<file path="config.mk">
export PLATFORM = sky130hd
export DESIGN_NAME = if_id_skid_flat
export DESIGN_NICKNAME = d
export VERILOG_FILES = /design/src/rtl/if_id_skid_pkg.sv /design/src/rtl/if_id_skid_if.sv /design/src/rtl/if_id_skid_pipe_slot.sv /design/src/rtl/if_id_skid.sv /design/src/flat_wrapper.sv
export SDC_FILE = /design/constraint.sdc
export NUM_CORES = 1
export LEC_CHECK = 0
export CAP_MARGIN = 20
export CORE_MARGIN = 5
export CORE_UTILIZATION = 35
export DETAILED_ROUTE_END_ITERATION = 10
export PLACE_DENSITY = 0.57
export SLEW_MARGIN = 20
export SYNTH_ARGS = -nofsm -noshare
export SYNTH_HDL_FRONTEND = slang
export SYNTH_SLANG_ARGS = --single-unit
</file>
<file path="constraint.sdc">
create_clock -name clk -period 1.96 [get_ports clk]
set_clock_uncertainty 0.05 [all_clocks]
set_input_delay 0.392 -clock clk [delete_from_list [all_inputs] [get_ports clk]]
set_output_delay 0.392 -clock clk [all_outputs]
set_load 0.005 [all_outputs]
</file>
<file path="src/rtl/if_id_skid_pkg.sv">
// rtl/if_id_skid_pkg.sv - shared constants and state encoding for the fetch-to-decode skid buffer
// Purpose: datapath width, the decode-side NOP word, the FSM state encoding and a payload
//          packing helper. The three FSM states are encoded so that the state value is also
//          the occupancy count.
// Ports:   none (package)
package if_id_skid_pkg;

  localparam int DW = 32;
  localparam logic [DW-1:0] NOP_INST = 32'h0000_0000;

  // Payload is {pc, inst, npc}, pc in the top third.
  localparam int PW = 3 * DW;

  localparam logic [1:0] S_EMPTY = 2'd0;
  localparam logic [1:0] S_ONE   = 2'd1;
  localparam logic [1:0] S_FULL  = 2'd2;

  typedef enum logic [1:0] {
    ST_EMPTY = S_EMPTY,
    ST_ONE   = S_ONE,
    ST_FULL  = S_FULL
  } state_t;

  function automatic logic [PW-1:0] pack_payload(input logic [DW-1:0] pc,
                                                 input logic [DW-1:0] inst,
                                                 input logic [DW-1:0] npc);
    return {pc, inst, npc};
  endfunction

endpackage

</file>
<file path="src/rtl/if_id_skid_if.sv">
// rtl/if_id_skid_if.sv - fetch/decode handshake bundle around the skid buffer
// Purpose: groups the fetch-side beat, the decode-side beat, flush and occupancy.
// Ports:   master - the fetch/decode environment (drives if_*, flush, id_ready)
//          slave  - the skid buffer (drives if_ready, id_*, occupancy)
interface if_id_skid_if #(
  parameter int DW = if_id_skid_pkg::DW
);

  logic          if_valid;
  logic [DW-1:0] if_pc;
  logic [DW-1:0] if_inst;
  logic [DW-1:0] if_npc;
  logic          if_ready;
  logic          flush;
  logic          id_valid;
  logic [DW-1:0] id_pc;
  logic [DW-1:0] id_inst;
  logic [DW-1:0] id_npc;
  logic          id_ready;
  logic [1:0]    occupancy;

  modport master (
    output if_valid, if_pc, if_inst, if_npc, flush, id_ready,
    input  if_ready, id_valid, id_pc, id_inst, id_npc, occupancy
  );

  modport slave (
    input  if_valid, if_pc, if_inst, if_npc, flush, id_ready,
    output if_ready, id_valid, id_pc, id_inst, id_npc, occupancy
  );

endinterface

</file>
<file path="src/rtl/if_id_skid_pipe_slot.sv">
// rtl/if_id_skid_pipe_slot.sv - load-enabled payload register with valid bit
// Purpose: one storage slot of the skid buffer. rst zeroes payload and valid; clr drops
//          only the valid bit (payload is left as is); load captures d and sets valid.
//          Priority rst > clr > load.
// Ports:   clk, rst   clock, synchronous active-high reset
//          clr        invalidate the slot
//          load       capture d
//          d / q      payload in / out (W bits)
//          valid      slot holds a live entry
module if_id_skid_pipe_slot #(
  parameter int W = if_id_skid_pkg::PW
) (
  input  logic         clk,
  input  logic         rst,
  input  logic         clr,
  input  logic         load,
  input  logic [W-1:0] d,
  output logic         valid,
  output logic [W-1:0] q
);

  always_ff @(posedge clk) begin
    if (rst) begin
      valid <= 1'b0;
      q     <= '0;
    end else if (clr) begin
      valid <= 1'b0;
    end else if (load) begin
      valid <= 1'b1;
      q     <= d;
    end
  end

endmodule

</file>
<file path="src/rtl/if_id_skid.sv">
// rtl/if_id_skid.sv - 2-entry IF/ID skid buffer with flush and fetch back-pressure
// Purpose: fetch-to-decode pipeline register. The main slot drives decode directly from
//          flops; the skid slot absorbs the one beat that arrives while decode stalls, so
//          if_ready can be a register instead of a combinational path from id_ready.
// Ports:   clk             clock
//          rst             synchronous active-high reset
//          bus.if_*        fetch beat {pc, inst, npc} with if_valid / if_ready
//          bus.flush       drop everything held and the beat offered this cycle
//          bus.id_*        decode beat with id_valid / id_ready; id_inst = NOP_INST when idle
//          bus.occupancy   number of held entries (0..2)
module if_id_skid #(
  parameter int                DW       = if_id_skid_pkg::DW,
  parameter logic [DW-1:0]     NOP_INST = if_id_skid_pkg::NOP_INST
) (
  input  logic         clk,
  input  logic         rst,
  if_id_skid_if.slave  bus
);

  import if_id_skid_pkg::*;

  state_t state_q, state_d;

  logic            if_ready_q;
  logic            accept, consume;
  logic            main_load, main_clr, skid_load, skid_clr;
  logic [3*DW-1:0] in_payload, main_d, main_q, skid_q;
  logic            main_valid, skid_valid;

  assign in_payload = {bus.if_pc, bus.if_inst, bus.if_npc};
  assign accept     = bus.if_valid & if_ready_q;
  assign consume    = main_valid & bus.id_ready;

  // Main refills from skid when draining FULL, otherwise straight from fetch.
  assign main_d = (state_q == ST_FULL) ? skid_q : in_payload;

  always_ff @(posedge clk) begin
    if (rst) begin
      state_q <= ST_EMPTY;
    end else begin
      state_q <= state_d;
    end
  end

  // if_ready is the registered "not FULL next cycle"; held low through reset.
  always_ff @(posedge clk) begin
    if (rst) begin
      if_ready_q <= 1'b0;
    end else begin
      if_ready_q <= (state_d != ST_FULL);
    end
  end

  always_comb begin
    state_d   = state_q;
    main_load = 1'b0;
    main_clr  = 1'b0;
    skid_load = 1'b0;
    skid_clr  = 1'b0;
    if (bus.flush) begin
      state_d  = ST_EMPTY;
      main_clr = 1'b1;
      skid_clr = 1'b1;
    end else begin
      case (state_q)
        ST_EMPTY: begin
          if (accept) begin
            state_d   = ST_ONE;
            main_load = 1'b1;
          end
        end
        ST_ONE: begin
          if (accept && consume) begin
            main_load = 1'b1;
          end else if (accept) begin
            state_d   = ST_FULL;
            skid_load = 1'b1;
          end else if (consume) begin
            state_d  = ST_EMPTY;
            main_clr = 1'b1;
          end
        end
        ST_FULL: begin
          if (consume) begin
            state_d   = ST_ONE;
            main_load = 1'b1;
            skid_clr  = 1'b1;
          end
        end
        default: begin
          state_d  = ST_EMPTY;
          main_clr = 1'b1;
          skid_clr = 1'b1;
        end
      endcase
    end
  end

  if_id_skid_pipe_slot #(.W(3*DW)) main (
    .clk   (clk),
    .rst   (rst),
    .clr   (main_clr),
    .load  (main_load),
    .d     (main_d),
    .valid (main_valid),
    .q     (main_q)
  );

  if_id_skid_pipe_slot #(.W(3*DW)) skid (
    .clk   (clk),
    .rst   (rst),
    .clr   (skid_clr),
    .load  (skid_load),
    .d     (in_payload),
    .valid (skid_valid),
    .q     (skid_q)
  );

  assign bus.if_ready  = if_ready_q;
  assign bus.id_valid  = main_valid;
  assign bus.id_pc     = main_q[3*DW-1:2*DW];
  assign bus.id_inst   = main_valid ? main_q[2*DW-1:DW] : NOP_INST;
  assign bus.id_npc    = main_q[DW-1:0];
  assign bus.occupancy = state_q;

  a_occ_max: assert property (@(posedge clk) disable iff (rst)
    (state_q != 2'd3) && (skid_valid == (state_q == ST_FULL)));

  a_no_accept_full: assert property (@(posedge clk) disable iff (rst)
    (state_q == ST_FULL) |-> !accept);

  a_stall_stable: assert property (@(posedge clk) disable iff (rst)
    $past(main_valid && !bus.id_ready && !bus.flush && !rst) |->
      (main_valid && (main_q == $past(main_q))));

endmodule

</file>
<file path="src/flat_wrapper.sv">
// flat-port wrapper written by rule: the top's interface ports become plain ports
module if_id_skid_flat import if_id_skid_pkg::*;
#(
  parameter int                DW       = if_id_skid_pkg::DW,
  parameter logic [DW-1:0]     NOP_INST = if_id_skid_pkg::NOP_INST
)
  (clk, rst, bus_if_valid, bus_if_pc, bus_if_inst, bus_if_npc, bus_flush, bus_id_ready, bus_if_ready, bus_id_valid, bus_id_pc, bus_id_inst, bus_id_npc, bus_occupancy);
  if_id_skid_if #(.DW(DW)) bus_i ();
  input  logic clk;
  input  logic rst;
  input wire logic [$bits(bus_i.if_valid)-1:0] bus_if_valid;
  input wire logic [$bits(bus_i.if_pc)-1:0] bus_if_pc;
  input wire logic [$bits(bus_i.if_inst)-1:0] bus_if_inst;
  input wire logic [$bits(bus_i.if_npc)-1:0] bus_if_npc;
  input wire logic [$bits(bus_i.flush)-1:0] bus_flush;
  input wire logic [$bits(bus_i.id_ready)-1:0] bus_id_ready;
  output wire logic [$bits(bus_i.if_ready)-1:0] bus_if_ready;
  output wire logic [$bits(bus_i.id_valid)-1:0] bus_id_valid;
  output wire logic [$bits(bus_i.id_pc)-1:0] bus_id_pc;
  output wire logic [$bits(bus_i.id_inst)-1:0] bus_id_inst;
  output wire logic [$bits(bus_i.id_npc)-1:0] bus_id_npc;
  output wire logic [$bits(bus_i.occupancy)-1:0] bus_occupancy;
  assign bus_i.if_valid = bus_if_valid;
  assign bus_i.if_pc = bus_if_pc;
  assign bus_i.if_inst = bus_if_inst;
  assign bus_i.if_npc = bus_if_npc;
  assign bus_i.flush = bus_flush;
  assign bus_i.id_ready = bus_id_ready;
  assign bus_if_ready = bus_i.if_ready;
  assign bus_id_valid = bus_i.id_valid;
  assign bus_id_pc = bus_i.id_pc;
  assign bus_id_inst = bus_i.id_inst;
  assign bus_id_npc = bus_i.id_npc;
  assign bus_occupancy = bus_i.occupancy;
  if_id_skid #(.DW(DW), .NOP_INST(NOP_INST)) u_core (.clk(clk), .rst(rst), .bus(bus_i));
endmodule
</file>
==> results of run 1 <==
## layer usage
layer  wire [um]  global-route usage, %  part of all wire (%)
met1       10800                   21.4                    44
met2       12300                   28.6                    50
met3        1070                   3.18                   4.4
met4         306                   4.62                   1.3
met5           0                      0                     0
## cell usage in the layout (no fill, tap or decap), types with 2 or more instances in the layout
cell             instances
nand2_1                195
a21oi_1                194
dfxtp_1                193
clkdlybuf4s50_1        166
mux2i_1                 96
a211oi_1                57
a211oi_2                40
buf_12                  29
and2_1                  27
buf_4                   23
clkbuf_16               18
clkdlybuf4s15_1         15
dlygate4sd2_1            9
dlymetal6s2s_1           9
and2_4                   7
inv_8                    4
buf_6                    4
nor2_1                   3
clkinv_4                 3
inv_6                    3
clkinv_8                 2
dfxtp_4                  2
## power groups by stage
stage	logic [mW]	clock network, mW	registers [mW]
after floorplan	0.559	0	4.24
after global placement	1.06	0	4.26
after detailed placement	1.07	0	4.26
after CTS	1.07	3.66	4.17
after global routing	1.16	3.83	4.18
final	1.07	3.56	4.17
## state kept, by name, summed over array words and instances (netlist names)
signal / cells
u_core.bus.occupancy: 2
u_core.skid.q: 96
u_core.bus.if_ready: 1
u_core.main.q: 96
u_core.main.valid: 1
## path summary, 6_finish.rpt
check	startpoint	to	cells past startpoint
setup / recovery	u_core.main.valid	bus_id_inst[1]	4
hold / removal	rst	u_core.skid.q[49]	2
setup reg to reg	u_core.main.valid	u_core.main.q[95]	9
hold reg to reg	u_core.skid.q[42]	u_core.skid.q[42]	2
## metrics by stage
step | worst slack (ns) | cells | hold WS, ns | setup TNS, ns | area (um^2)
floorplan | 0.258 | 986 | 0.386 | 0 | 8810
global placement | -0.282 | 1411 | 0.389 | -37.73 | 11100
detailed placement | -0.333 | 1411 | 0.396 | -40.15 | 11100
CTS | -0.145 | 1444 | 0.332 | -1.07 | 11700
global route | -0.00101 | 1449 | 0.349 | -0.00101 | 11800
finish | 0.0577 | 1449 | 0.349 | 0 | 11800
## cell families (layout without fill, tap and decap cells)
family,Yosys count,count (layout)
compound gates,297,297
simple gates,242,242
flops,196,196
buf+inv,155,288
mux,96,96
## critical path: cells and delay by family (launching register included)
| family | cells | cell delay (ns) |
|---|---|---|
| buffers and inverters | 3 | 0.54 |
| flip-flops | 1 | 0.36 |
| AND/OR/NAND/NOR | 1 | 0.15 |
## timing repair
item	4_1_cts	5_1_grt
endpoints found under the setup margin	35	10
setup buffers	1	4
resized for setup	34	27
cloned	0	1
## cell type report
cell class	instances	area (um^2)	area share, %
Timing Repair Buffer	256	2830	24.0
Clock buffer	18	429	3.65
Tap cell	330	413	3.51
Multi-Input combinational cell	635	4000	34.0
Clock inverter	14	168	1.43
Sequential cell	196	3930	33.4
==> summary.md, run 1 <==
| Metric | Value |
|---|---|
| PD cells | `~750 nW/um^2` |
| CP Launch Type | `flop` |
| Post-synthesis mux area share | `approximately 11%` |
| Clock Tree Root | `clkbuf_16` |
| Core ar. | `about 25000 um^2` |
| Starting Density | `35.3%` |
| Via count | `7218` |
| Clk slew on worst S/H paths | `0.08 ns` |
| Final core utilization | `between 40% and 50%` |
| Slew Limit Fails | `0` |
| CP Cell Sequence | `buf_4 > buf_6 > and2_1 > dlygate4sd2_1` |
| Worst-Skew Late Latency | `0.43 ns` |
| Netlist cell types | `27` |
| Share of cells above drive strength 1 | `about an eighth` |
| Die area | `about 28000 um^2` |
| Setup Viol. Count Final | `0` |
| Drt via density | `between 4 and 5` |
| Adder-Cell Fraction of Synth Area | `0%` |
| Placement row count | `58` |
| Number of global-route vias before repair | `approximately 7000` |
| Post-CTS Hold Buffers | `0` |
| H-tree Lvls | `4` |
| Critical path's slowest cell | `dfxtp_4` |
| Proportion of power drawn by the clock network | `40.4%` |
| Final min period | `between 1.5 and 2 ns` |
| Global-route usage over all layers | `16.6%` |
| Slowest stage delay, CP | `0.36 ns` |
| Largest net degree at the start of global routing | `52` |
| Register area share after synthesis | `about 45%` |
| DIE WIDTH | `169 um` |
| CP max FO | `8` |
| Wire length per cell | `approximately 17 um` |
| Hold/Removal Path Class | `in2reg` |
| # DRC | `0` |
| Initial antenna violation count | `0` |
| Worst EP arrival | `1.46 ns` |
| Area growth, synth to finish | `33.6%` |
| Post-synthesis xor/xnor area fraction | `0%` |
| Drt first pass iters | `4` |
| Setup CP Type | `reg2out` |
| Sw Share | `between 20% and 30%` |
| FMAX | `around 0.53 GHz` |
| Internal power | `between 6 and 7 mW` |
| Number of buffers created by CTS | `17` |
| Cell accounting for the most synthesized area | `dfxtp_1` |
| # port buffers | `200` |
| # clock sinks | `around 200` |
| Final period util | `a little over nine tenths` |
| WP data required | `1.52 ns` |
| Power share of the combinational group | `12.2%` |
| First-pass GRT wire length | `around 38 mm` |
| Worst vdd ir | `~480 uV` |
| Compound-cell area share of the yosys netlist | `roughly 22%` |
| Asr flop ratio synth | `0%` |
| Clk buf depth | `2` |
| Final ANT Viol Nets | `0` |
| Fin. Hold Viols | `0` |
| Leak | `4.82 nW` |
| Slew headroom | `between 60% and 70%` |
| P_sw | `between 2 and 2.5 mW` |
| Post-synth EDFFs | `0` |
| Grt total ovfl | `0` |
| Synth Register Bits | `around 200` |
| Largest family of logic cells by synthesized area | `compound AO/OA/AOI/OAI gates` |
| Synth Area in Simple Gates | `around an eighth` |
| Ant. Diodes | `0` |
| Syn_nets | `1087` |
| Post-synth top cells | `dfxtp_1, nand2_1, a21oi_1` |
| Worst R2R Setup Slack | `between 0.1 and 0.15 ns` |
| Crit. End Element | `output pin` |
| Synth area leaders | `dfxtp_1, a21oi_1, mux2i_1` |
| Detail Placement HPWL | `16.0 mm` |
| Fillers | `~2400` |
| Run status | `finished clean` |
| Syn Area/Cell | `between 8 and 9 um^2` |
| I/O pins | `between 200 and 250` |
| Part of the power in registers | `47.4%` |
| Slew @ Worst Pin | `~0.5 ns` |
| Cell Area, Synth | `8810 um^2` |
| Mapped Cells | `between 900 and 1000` |
| Primary FF master, synth | `dfxtp_1` |
| CTS tree | `yes` |
| Top cell type's share of synthesized area | `about 45%` |
| Die Y | `approximately 170 um` |
| Pwr Total | `about 8.8 mW` |
| Number of max-cap violations | `0` |
| Syn. warnings | `0` |
| Nets | `1207` |
| Placer Congestion | `0.729` |
| Drt total wl | `24.4 mm` |
| First DRT Iteration DRCs | `around 430` |
No activity file was read; power rests on OpenSTA's default activity.
==> run 2, diff against run 1 <==
--- a/config.mk
+++ b/config.mk
@@ -7,9 +7,9 @@
 export LEC_CHECK = 0
 export CAP_MARGIN = 20
 export CORE_MARGIN = 5
-export CORE_UTILIZATION = 35
+export CORE_UTILIZATION = 50
 export DETAILED_ROUTE_END_ITERATION = 10
-export PLACE_DENSITY = 0.57
+export PLACE_DENSITY = 0.78
 export SLEW_MARGIN = 20
 export SYNTH_ARGS = -nofsm -noshare
 export SYNTH_HDL_FRONTEND = slang
==> run 2 against run 1 <==
Global-route usage up 5.1 points; sequential share of layout area grew 0.34 points; cell area decreased by 0.96%; combinational power is essentially flat; via count about the same; largest power group unchanged; sequential power hardly changed; critical path depth decreased by 2; utilization rose by 20 points; critical path type unchanged.
==> summary.md, run 2 (synthesized netlist as in run 1, its figures left out) <==
| Metric | Value |
|---|---|
| # DRC | `0 (unchanged)` |
| H-tree Lvls | `4 (unchanged)` |
| Number of global-route vias before repair | `7115 (+1.9%)` |
| Drt total wl | `22.5 mm (-7.8%)` |
| Starting Density | `50.9% (+16 points)` |
| Fillers | `1375 (-43%)` |
| WP data required | `1.52 ns (about the same)` |
| # port buffers | `200 (unchanged)` |
| Global-route usage over all layers | `21.7% (+5.1 points)` |
| FMAX | `0.520 GHz (-1.0%)` |
| Worst slack, placed | `-0.254 ns (+0.0794 ns)` |
| Setup CP Type | `reg2out` |
| Post-CTS Hold Buffers | `0 (unchanged)` |
| Placer Congestion | `0.804 (+10%)` |
| Setup_tns | `0 ns (unchanged)` |
| Worst path buffer plus inverter count | `2 (-1)` |
| Met3 GRT Util | `4.62% (+1.4 points)` |
| Hold depth | `2 (unchanged)` |
| GRT met1 Usage | `27.8% (+6.4 points)` |
| Number of buffers created by CTS | `17 (unchanged)` |
| Slew Limit Fails | `0 (unchanged)` |
| Post-route insts no fill | `1344 (-7.2%)` |
| Most frequent cells in the layout | `nand2_1, a21oi_1, dfxtp_1` |
| Nets | `1207 (unchanged)` |
| Met2 Use GR | `36.6% (+8.0 points)` |
| Slew @ Worst Pin | `0.577 ns (+0.0753 ns)` |
| Min-delay src | `rst` |
| Seq. cell area | `3940 um^2 (about the same)` |
| Commonest non-fill, non-tap cell in the layout | `nand2_1` |
| Area of the multi-input gates | `4000 um^2 (about the same)` |
| Clock Tree Root | `clkbuf_16` |
| Final ANT Viol Nets | `0 (unchanged)` |
| Grt total ovfl | `0 (unchanged)` |
| Critical path's slowest cell | `clkdlybuf4s50_1` |
| Die Y | `143 um (-15%)` |
| Worst R2R Setup Slack | `0.07 ns (-0.04 ns)` |
| First DRT Iteration DRCs | `419 (-3.5%)` |
| Hold Path Sink | `u_core.skid.q[30]` |
| Slew headroom | `61.5% (-5.0 points)` |
| CP Launch Type | `flop` |
| Ant. Diodes | `0 (unchanged)` |
| Via count | `7217 (-0.014%)` |
| Pwr Total | `8.93 mW (+1.5%)` |
| First-pass GRT wire length | `36.0 mm (-6.5%)` |
| Worst EP arrival | `1.48 ns (+0.02 ns)` |
| Detail Placement HPWL | `14.9 mm (-6.9%)` |
| Final min period | `1.92 ns (+0.0195 ns)` |
| Die area | `20400 um^2 (-28%)` |
| Area growth, synth to finish | `32.3%` |
| # clock sinks | `196 (unchanged)` |
| Fin. Hold Viols | `0 (unchanged)` |
| Leak | `4.75 nW (-1.5%)` |
| Final setup margin | `0.0382 ns (-0.0195 ns)` |
| Hold/Removal Path Class | `in2reg` |
| FF-to-FF End | `u_core.main.q[50]` |
| Cells on worst reg2reg path | `8 (-1)` |
| GRT busiest layer | `met2` |
| Initial antenna violation count | `0 (unchanged)` |
| Slowest stage delay, CP | `0.53 ns (+0.17 ns)` |
| CP max FO | `7 (-1)` |
| Clk slew on worst S/H paths | `0.07 ns (about the same)` |
| Drt via density | `5.37 (+7.8%)` |
| CP Launch Point | `u_core.bus.occupancy[0]` |
| Setup Viol. Count Final | `0 (unchanged)` |
| Drt first pass iters | `5 (+1)` |
| DIE WIDTH | `143 um (-15%)` |
| Number of max-cap violations | `0 (unchanged)` |
| I/O pins | `201 (unchanged)` |
| PD cells | `766 nW/um^2 (+2.5%)` |
| Final period util | `98.1% (+0.99 points)` |
| Run status | `finished clean` |
| RSZ-0062 raised after global routing | `true` |
| Crit. End Element | `output pin` |
| Core ar. | `17300 um^2 (-31%)` |
| Share of cells above drive strength 1 | `12.8% (unchanged)` |
| Worst vdd ir | `611 uV (+27%)` |
| Clk buf depth | `2 (unchanged)` |
| Wire length per cell | `16.7 um (-0.60%)` |
| CP top delay family | `buffers and inverters` |
| Worst-Skew Late Latency | `0.42 ns (about the same)` |
| Placement row count | `48 (-17%)` |
| Worst r2r src | `u_core.main.valid` |
| Placed instance count | `1304 (-7.6%)` |
| CP Cell Sequence | `buf_4 > clkdlybuf4s50_1` |
| CTS tree | `yes` |
| Largest net degree at the start of global routing | `65 (+25%)` |
[run 2: power by group]
group          internal [mW]  switching, mW
clock                   2.15           1.55
sequential              4.10         0.0695
combinational          0.585          0.470
total                   6.84           2.09
[run 2: timing repair]
item                                    in CTS  in global routing
resized for setup                           41                 15
hold endpoints to repair                     0                  0
setup buffers                                4                  2
gates cloned                                 1                  1
endpoints found under the setup margin      35                 29
[run 2: layer usage]
| metal | share of wire, % | routed length, um | vias up |
|---|---|---|---|
| met5 | 0 | 0 | - |
| met4 | 2.1 | 476 | 0 |
| met3 | 5.5 | 1230 | 29 |
| met2 | 49 | 11000 | 187 |
| met1 | 43 | 9760 | 3413 |
| li1 | - | - | 3588 |
[run 2: worst max-delay path by stage]
stage	endpoint	slack, ns	cells after the start
finish	bus_occupancy[0]	0.04	2
global route	u_core.main.q[46]	-0.06	8
CTS	bus_id_inst[14]	-0.13	3
detailed placement	u_core.main.q[44]	-0.25	7
global placement	u_core.main.q[37]	-0.18	6
floorplan	u_core.main.q[62]	0.26	7
[run 2: layout make-up]
| cell class | instances | area share, % |
|---|---|---|
| Sequential cell | 196 | 33.8 |
| Clock buffer | 18 | 3.68 |
| Clock inverter | 14 | 1.70 |
| Tap cell | 225 | 2.42 |
| Timing Repair Buffer | 256 | 24.1 |
| Multi-Input combinational cell | 635 | 34.3 |
[run 2: per-stage QoR]
stage                     util, %  area [um^2]  hold WS (ns)
final                        67.4        11700         0.368
after global routing         67.4        11700         0.397
after CTS                    67.0        11600         0.365
after detailed placement     63.2        10900         0.396
after global placement       63.2        10900         0.390
after floorplan                 -         8810         0.386
